--- config.mk ---
export PLATFORM = sky130hd
export DESIGN_NAME = rom_port_arbiter
export DESIGN_NICKNAME = d
export VERILOG_FILES = /design/src/rtl/rom_pkg.sv /design/src/rtl/rom_resp_reg.sv /design/src/rtl/rom_port_arbiter.sv
export SDC_FILE = /design/constraint.sdc
export NUM_CORES = 1
export LEC_CHECK = 0
export ABC_AREA = 0
export CAP_MARGIN = 20
export CORE_ASPECT_RATIO = 0.7
export CORE_UTILIZATION = 35
export CTS_BUF_LIST = sky130_fd_sc_hd__clkbuf_16
export DETAILED_ROUTE_END_ITERATION = 10
export PLACE_DENSITY = 0.75
export SETUP_SLACK_MARGIN = 0.15
export SLEW_MARGIN = 5
export SYNTH_ARGS = -nofsm -noshare
export SYNTH_HDL_FRONTEND = slang
export SYNTH_SLANG_ARGS = --single-unit
--- constraint.sdc ---
create_clock -name clk -period 2.42 [get_ports clk]
set_input_delay 0.484 -clock clk [delete_from_list [all_inputs] [get_ports clk]]
set_output_delay 0.484 -clock clk [all_outputs]
set_load 0.05 [all_outputs]
--- src/rtl/rom_pkg.sv ---
// Shared constants for the instruction-ROM read port: geometry, fill word,
// word-index slice and requester IDs.
package rom_pkg;

  localparam int          ROM_WORDS = 32;
  localparam logic [31:0] FILL_WORD = 32'h8000_0000;
  localparam int          IDX_HI    = 9;
  localparam int          IDX_LO    = 2;

  typedef enum logic {
    REQ_IF   = 1'b0,
    REQ_DATA = 1'b1
  } req_id_e;

  // A read is illegal when it is not word aligned or falls past the last ROM word.
  function automatic logic addr_bad(input logic [31:0] addr);
    return (addr[IDX_LO-1:0] != '0) || (addr[31:IDX_LO] >= 30'(ROM_WORDS));
  endfunction

endpackage

--- src/rtl/rom_resp_reg.sv ---
// Per-requester response register: one-cycle rvalid pulse plus held read data.
// With ROM_PORT_ARBITER_ADDR_CHECK_EN defined it also flags illegal addresses.
module rom_resp_reg
  import rom_pkg::*;
(
  input  logic        clk,
  input  logic        reset,
  input  logic        gnt,
`ifdef ROM_PORT_ARBITER_ADDR_CHECK_EN
  input  logic [31:0] addr,
  output logic        err,
`endif
  input  logic [31:0] rom_data,
  output logic        rvalid,
  output logic [31:0] rdata
);

  logic [31:0] word;

`ifdef ROM_PORT_ARBITER_ADDR_CHECK_EN
  logic bad;
  assign bad  = addr_bad(addr);
  assign word = bad ? FILL_WORD : rom_data;

  always_ff @(posedge clk or negedge reset) begin
    if (!reset) err <= 1'b0;
    else        err <= gnt & bad;
  end
`else
  assign word = rom_data;
`endif

  // Data is only captured on a grant so the last response stays readable.
  always_ff @(posedge clk or negedge reset) begin
    if (!reset) begin
      rvalid <= 1'b0;
      rdata  <= '0;
    end else begin
      rvalid <= gnt;
      if (gnt) rdata <= word;
    end
  end

endmodule

--- src/rtl/rom_port_arbiter.sv ---
// Shares the combinational instruction ROM between IF (fixed priority) and a
// data/debug port with anti-starvation. Optional: ROM_PORT_ARBITER_ADDR_CHECK_EN.
module rom_port_arbiter
  import rom_pkg::*;
#(
  parameter int MAX_WAIT = 4
) (
  input  logic        clk,
  input  logic        reset,
  input  logic        req0,
  input  logic [31:0] addr0,
  output logic        gnt0,
  output logic        rvalid0,
  output logic [31:0] rdata0,
  input  logic        req1,
  input  logic [31:0] addr1,
  output logic        gnt1,
  output logic        rvalid1,
  output logic [31:0] rdata1,
`ifdef ROM_PORT_ARBITER_ADDR_CHECK_EN
  output logic        err0,
  output logic        err1,
`endif
  output logic        stall_if,
  output logic [31:0] rom_addr,
  input  logic [31:0] rom_data
);

  localparam logic [3:0] WAIT_LIMIT = 4'(MAX_WAIT);

  logic [3:0] wait_cnt;
  req_id_e    sel;

  // Requester 1 wins when alone or once it has been blocked WAIT_LIMIT times.
  always_comb begin
    gnt0 = 1'b0;
    gnt1 = 1'b0;
    sel  = REQ_IF;
    if (reset) begin
      if (req1 && (!req0 || wait_cnt == WAIT_LIMIT)) begin
        gnt1 = 1'b1;
        sel  = REQ_DATA;
      end else if (req0) begin
        gnt0 = 1'b1;
      end
    end
  end

  assign rom_addr = !reset ? '0 : ((sel == REQ_DATA) ? addr1 : addr0);
  assign stall_if = reset & req0 & ~gnt0;

  always_ff @(posedge clk or negedge reset) begin
    if (!reset)                               wait_cnt <= '0;
    else if (gnt1 || !req1)                   wait_cnt <= '0;
    else if (gnt0 && wait_cnt != WAIT_LIMIT)  wait_cnt <= wait_cnt + 4'd1;
  end

  rom_resp_reg u_resp0 (
    .clk      (clk),
    .reset    (reset),
    .gnt      (gnt0),
`ifdef ROM_PORT_ARBITER_ADDR_CHECK_EN
    .addr     (addr0),
    .err      (err0),
`endif
    .rom_data (rom_data),
    .rvalid   (rvalid0),
    .rdata    (rdata0)
  );

  rom_resp_reg u_resp1 (
    .clk      (clk),
    .reset    (reset),
    .gnt      (gnt1),
`ifdef ROM_PORT_ARBITER_ADDR_CHECK_EN
    .addr     (addr1),
    .err      (err1),
`endif
    .rom_data (rom_data),
    .rvalid   (rvalid1),
    .rdata    (rdata1)
  );

endmodule

==> flow_summary.json, run 1 <==
{
  "run_status": "complete, but fails checks",
  "violations": "setup timing",
  "drt_iter0_drc": 83,
  "crit_buf_inv": 3,
  "leakage_nw": 2.96,
  "critPathMaxFanout": 5,
  "hpwl_mm": 7.83,
  "diodes": 0,
  "wire_per_inst_um": 16.4,
  "antenna_found_initial": 0,
  "grt_pass1_wl_mm": 16.5,
  "maxClockFrequency_mhz": 403,
  "clk_latency_ps": 330,
  "cp-end-kind": "primary output",
  "critPathSlowestCell": "dfrtp_1",
  "fp.coreArea_um2": 9720,
  "design_area_um2": 7010,
  "setup_viol": 32,
  "hold_path_class": "in2async",
  "vias": 2980,
  "ys_seq_area_frac": 0.498,
  "cts_tree": "yes",
  "path_delay_family": "buffers and inverters",
  "numCtsBuffers": 9,
  "wl_mm": 10.5,
  "cp_slowest_stage_delay_ps": 400,
  "grt_start_max_net_pins": 39,
  "synthDistinctLibCells": 28,
  "initial_core_util": 0.362,
  "critical_path_class": "reg2out",
  "fin_crit_ps": 2480,
  "tightest_slew_ps": 541,
  "syn_to_final_growth_pct": 99.3,
  "via_per_inst": 4.66,
  "pwr_density_cell_nw_per_um2": 728,
  "port_buffers": 200,
  "clock_skew_ps": 3.26,
  "gr-usage-all-layers": 0.209,
  "relSlewSlack": 0.638,
  "fp.dieArea_um2": 10500,
  "ios": 201,
  "h-tree-depth": 3,
  "synth_top_flop_cell": "dfrtp_1",
  "fin_nets": 609,
  "drv_cap": 0,
  "finalWorstSetupSlack_ps": -59.6,
  "cp.required_ps": 1940,
  "dr.pass1.iters": 4,
  "gp_congestion": 0.803,
  "postCtsHoldBufs": 0,
  "drc": 0,
  "syn_nets": 383,
  "gr-total-overflow": 0,
  "clock_path_buffers": 2,
  "grt_pass1_vias": 3171,
  "holdWs_ps": 85.1,
  "place_ws_ps": -3.74,
  "num_rows": 30,
  "synth-edff-count": 0,
  "syn_area_um2": 3520,
  "yosys_warnings": 0,
  "vdd_ir_drop_max_v": 0.000522,
  "clk_pin_slew_ps": 60,
  "worstPathArrival_ps": 2000,
  "drtAntennaViolNets": 0,
  "layout-drive-gt1-share": 0.371,
  "async_flop_share": 1.00,
  "start_kind": "register",
  "path_cells": "inv_2, ha_4, and3b_2, o21a_4, buf_6, mux2i_4, buf_12",
  "dpl-instance-area_um2": 6430,
  "rsz0062_at_grt": "yes",
  "fp.dieW_um": 122,
  "place_inst": 609,
  "final_cells": 640,
  "period_share": 1.02,
  "synthCells": 281,
  "clockRootBuffer": "clkbuf_16",
  "cts.sinks": 70,
  "syn_area_per_cell_um2": 12.5,
  "synth-seq-cells": 70,
  "hold_violations": 0,
  "slew_viol_final": 0,
  "dieHeight_um": 85.9
}
-- path summary, 6_finish.rpt --
check,cells after the start,slack [ps],end,from
max,7,-60,rom_addr[29],wait_cnt[1]
min,1,90,wait_cnt[1],reset
max reg2reg,8,370,u_resp1.rdata[29],wait_cnt[1]
min reg2reg,1,490,u_resp1.rdata[10],u_resp1.rdata[10]
max in group asynchronous,2,1540,u_resp0.rdata[2],reset
min in group clk,1,490,u_resp1.rdata[10],u_resp1.rdata[10]
-- Yosys cell counts, types with 2 or more instances --
cell       n  area, um^2
buf_12     3        60.1
buf_4      7        52.6
buf_6      2        22.5
clkbuf_1   8        30.0
dfrtp_1   70        1750
ha_1       2        25.0
inv_1      6        22.5
mux2_1     5        56.3
mux2_2    30         338
mux2_4    29         435
mux2i_1   32         320
nand2_1   65         244
nand2b_1   2        12.5
nand3_1    3        15.0
nand3b_1   2        15.0
o21a_1     2        15.0
o22ai_1    2        12.5
-- placed cells by master (no fill, tap or decap), types with 2 or more instances in the layout --
master           count
clkdlybuf4s50_1    164
dfrtp_1             70
nand2_1             65
buf_12              39
mux2i_4             32
mux2_2              30
mux2_4              29
buf_4               25
clkbuf_16            9
buf_6                6
mux2_1               5
inv_2                4
nand3_1              3
bufinv_16            3
inv_1                2
o21a_4               2
nand2b_1             2
o22ai_1              2
nand3b_1             2
clkinv_4             2
-- through the flow --
step | power [mW] | util | TNS [ps]
finish | 5.10 | 0.721 | -1130
global route | 5.29 | 0.721 | -3200
CTS | 5.14 | 0.716 | -1490
detailed placement | 3.57 | 0.662 | -5.10
global placement | 3.54 | 0.662 | 0
floorplan | 2.73 | - | 0
-- registers in the layout, summed over array words and instances (netlist names) --
register and flops:
u_resp0.rdata 32, wait_cnt 4, u_resp1.rdata 32, u_resp1.rvalid 1
u_resp0.rvalid 1
-- worst register-to-register path, stage by stage, from the launching register on --
cell and delay (ps):
dfrtp_1 370, inv_2 60, ha_4 150, and3b_2 210, buf_4 160, o211ai_4 210, buf_4 190, buf_4 220
mux2_2 360
-- where the power goes --
| part | leakage (nW) | internal (mW) | total, mW | switching [mW] |
|---|---|---|---|---|
| clock network | 0.170 | 1.01 | 1.51 | 0.502 |
| logic | 1.95 | 0.928 | 2.13 | 1.20 |
| registers | 0.836 | 1.36 | 1.46 | 0.102 |
| total | 2.96 | 3.30 | 5.10 | 1.80 |
-- per-layer routing --
layer,routed length (um),vias to the layer above,GRT usage
met5,0,-,0
met4,117,0,0.0595
met3,554,12,0.0658
met2,5490,89,0.368
met1,4340,1463,0.246
li1,-,1416,-
-- area by class of cell --
type                       instances  area (um^2)
fill                             642         2710
timing repair buffer             235         2710
multi-input combinational        185         2020
sequential                        70         1750
clock buffer                       9          225
tap                              128          160
clock inverter                     7          121
inverter                           6         22.5
-- kinds of logic (layout without fill, tap and decap cells) --
| group | after synthesis | after routing | share of synthesized area |
|---|---|---|---|
| AO/OA/AOI/OAI | 8 | 9 | 0.0196 |
| buffers and inverters | 27 | 257 | 0.0548 |
| adder cells (fa/ha/maj) | 2 | 2 | 0.00711 |
| multiplexers | 96 | 96 | 0.327 |
| flip-flops | 70 | 70 | 0.498 |
| AND/OR/NAND/NOR | 78 | 78 | 0.0936 |
-- repair_timing --
action | CTS | global route
setup buffers | 9 | 4
gates cloned | 2 | 0
hold endpoints to repair | 0 | 0
pin swaps | 4 | 3
resized for setup | 16 | 4
setup endpoints to repair | 35 | 35
Note: power is estimated with default switching activity, not from simulation.
==> run 2, diff against run 1 <==
--- a/config.mk
+++ b/config.mk
@@ -7,11 +7,11 @@
 export LEC_CHECK = 0
 export ABC_AREA = 0
 export CAP_MARGIN = 20
-export CORE_ASPECT_RATIO = 0.7
 export CORE_UTILIZATION = 35
 export CTS_BUF_LIST = sky130_fd_sc_hd__clkbuf_16
 export DETAILED_ROUTE_END_ITERATION = 10
-export PLACE_DENSITY = 0.75
+export GPL_ROUTABILITY_DRIVEN = 0
+export PLACE_DENSITY = 0.85
 export SETUP_SLACK_MARGIN = 0.15
 export SLEW_MARGIN = 5
 export SYNTH_ARGS = -nofsm -noshare
==> flow_summary.json, run 2 (synthesis results as in run 1) <==
{
  "fin_crit_ps": 2530,
  "grt_pass1_vias": 3276,
  "path_cells": "inv_2, ha_4, and3b_2, o21a_4, buf_12, mux2i_4, buf_12",
  "cp_common_cell": "buf_12",
  "holdWs_ps": 330,
  "leakage_nw": 2.98,
  "cp-end-kind": "primary output",
  "final_cell_mix": "clkdlybuf4s50_1 (164), dfrtp_1 (70), nand2_1 (65)",
  "rr_worst_depth": 19,
  "period_share": 1.05,
  "power.share.combinational": 0.443,
  "critPathMaxFanout": 7,
  "clkPwrFrac": 0.256,
  "drv_cap": 0,
  "cp_slowest_stage_delay_ps": 400,
  "drt_iter0_drc": 111,
  "via_per_inst": 4.71,
  "grt_start_max_net_pins": 51,
  "maxClockFrequency_mhz": 395,
  "h-tree-depth": 3,
  "top_regs": "u_resp0.rdata x32, u_resp1.rdata x32, wait_cnt x4",
  "ios": 201,
  "grt_pass1_wl_mm": 17.6,
  "pwr_density_cell_nw_per_um2": 696,
  "path_delay_family": "buffers and inverters",
  "clock_path_buffers": 2,
  "hold_violations": 0,
  "r2r-end": "wait_cnt[0]",
  "finalWorstSetupSlack_ps": -114,
  "cp_num_cells": 7,
  "internal-power_mw": 3.09,
  "fin_nets": 615,
  "gr-usage-all-layers": 0.229,
  "diodes": 0,
  "swShare": 0.369,
  "hpwl_mm": 8.65,
  "layout-drive-gt1-share": 0.375,
  "rsz0062_at_grt": "yes",
  "clockRootBuffer": "clkbuf_16",
  "vias": 3067,
  "start_kind": "register",
  "tightest_slew_ps": 601,
  "final_cells": 651,
  "port_buffers": 200,
  "numCtsBuffers": 9,
  "clock_skew_ps": 5.97,
  "syn_to_final_growth_pct": 100,
  "p_sw_mw": 1.81,
  "reg2reg_slack_ps": 50,
  "cts_tree": "yes",
  "dr.pass1.iters": 6,
  "reg2reg_from": "wait_cnt[0]",
  "num_rows": 36,
  "drc": 0,
  "fin_util": 0.720,
  "critPathSlowestCell": "dfrtp_1",
  "fill_cells": 631,
  "initial_core_util": 0.360,
  "relSlewSlack": 0.599,
  "mostFrequentLayoutCell": "clkdlybuf4s50_1",
  "gr-total-overflow": 0,
  "cts.sinks": 70,
  "worstPathArrival_ps": 2050,
  "wire_per_inst_um": 18.1,
  "run_status": "complete, but fails checks",
  "fin_setup_tns_ps": -2960,
  "cp.required_ps": 1940,
  "dieHeight_um": 102,
  "slew_viol_final": 0,
  "wl_mm": 11.8,
  "hold_path_class": "in2async",
  "setup_viol": 33,
  "drtAntennaViolNets": 0,
  "critical_path_class": "reg2out",
  "clk_pin_slew_ps": 50,
  "crit_start": "wait_cnt[0]",
  "fp.coreArea_um2": 9770,
  "cp-endpoint": "rom_addr[20]",
  "fp.dieW_um": 102,
  "fp.dieArea_um2": 10500,
  "clk_latency_ps": 330,
  "violations": "setup timing",
  "vdd_ir_drop_max_v": 0.000725,
  "crit_buf_inv": 3,
  "place_inst": 610,
  "antenna_found_initial": 0,
  "seq_power_share": 0.301
}
-- run 2: cell count changes in the layout (fill, tap and decap cells not counted), moves of 2 or more --
cell       change
clkinv_2       +2
buf_6         +10
buf_4          -4
bufinv_16      -2
clkinv_4       -2
clkinv_1       +2
-- run 2: final cells by class --
class | instances | area [um^2] | share of cell area
timing repair buffer | 242 | 2800 | 0.398
multi-input combinational | 184 | 2010 | 0.286
sequential | 70 | 1750 | 0.249
clock buffer | 9 | 225 | 0.0320
tap | 133 | 166 | 0.0236
clock inverter | 7 | 56.3 | 0.00800
inverter | 6 | 25.0 | 0.00355
-- run 2: power groups by stage --
stage | logic [mW] | registers (mW) | clock network (mW)
5_1_grt | 2.25 | 1.50 | 1.33
4_1_cts | 2.16 | 1.48 | 1.27
6_report | 2.17 | 1.47 | 1.25
2_1_floorplan | 0.593 | 2.13 | 0
3_5_place_dp | 2.10 | 1.49 | 0
3_3_place_gp | 2.08 | 1.47 | 0
-- run 2: per-layer routing --
| metal | GRT usage | up-vias | share of wire |
|---|---|---|---|
| met5 | 0 | - | 0 |
| met4 | 0.0692 | 0 | 0.017 |
| met3 | 0.0937 | 17 | 0.11 |
| met2 | 0.411 | 162 | 0.50 |
| met1 | 0.245 | 1473 | 0.37 |
| li1 | - | 1415 | - |
-- run 2: worst min-delay path by stage --
| stage | startpoint | endpoint | cells past startpoint |
|---|---|---|---|
| after floorplan | reset | u_resp0.rdata[0] | 0 |
| after global routing | reset | wait_cnt[0] | 2 |
| after detailed placement | u_resp1.rdata[4] | u_resp1.rdata[4] | 1 |
| final | reset | wait_cnt[0] | 2 |
| after CTS | reset | wait_cnt[0] | 2 |
| after global placement | u_resp1.rdata[4] | u_resp1.rdata[4] | 1 |
-- run 2: per-stage QoR --
step	power (mW)	instance area (um^2)	worst slack (ps)
final	4.90	7040	-114
after CTS	4.91	6920	-123
after floorplan	2.73	3940	129
after global routing	5.08	7040	-175
after global placement	3.55	6420	30.0
after detailed placement	3.59	6420	-6.12
-- run 2: repair_timing --
| action | 4_1_cts | 5_1_grt |
|---|---|---|
| pin swaps | 2 | 5 |
| resized for setup | 14 | 20 |
| hold buffers | 0 | 0 |
| cloned | 1 | 0 |
| endpoints found under the setup margin | 35 | 36 |
| buffers inserted | 18 | 6 |
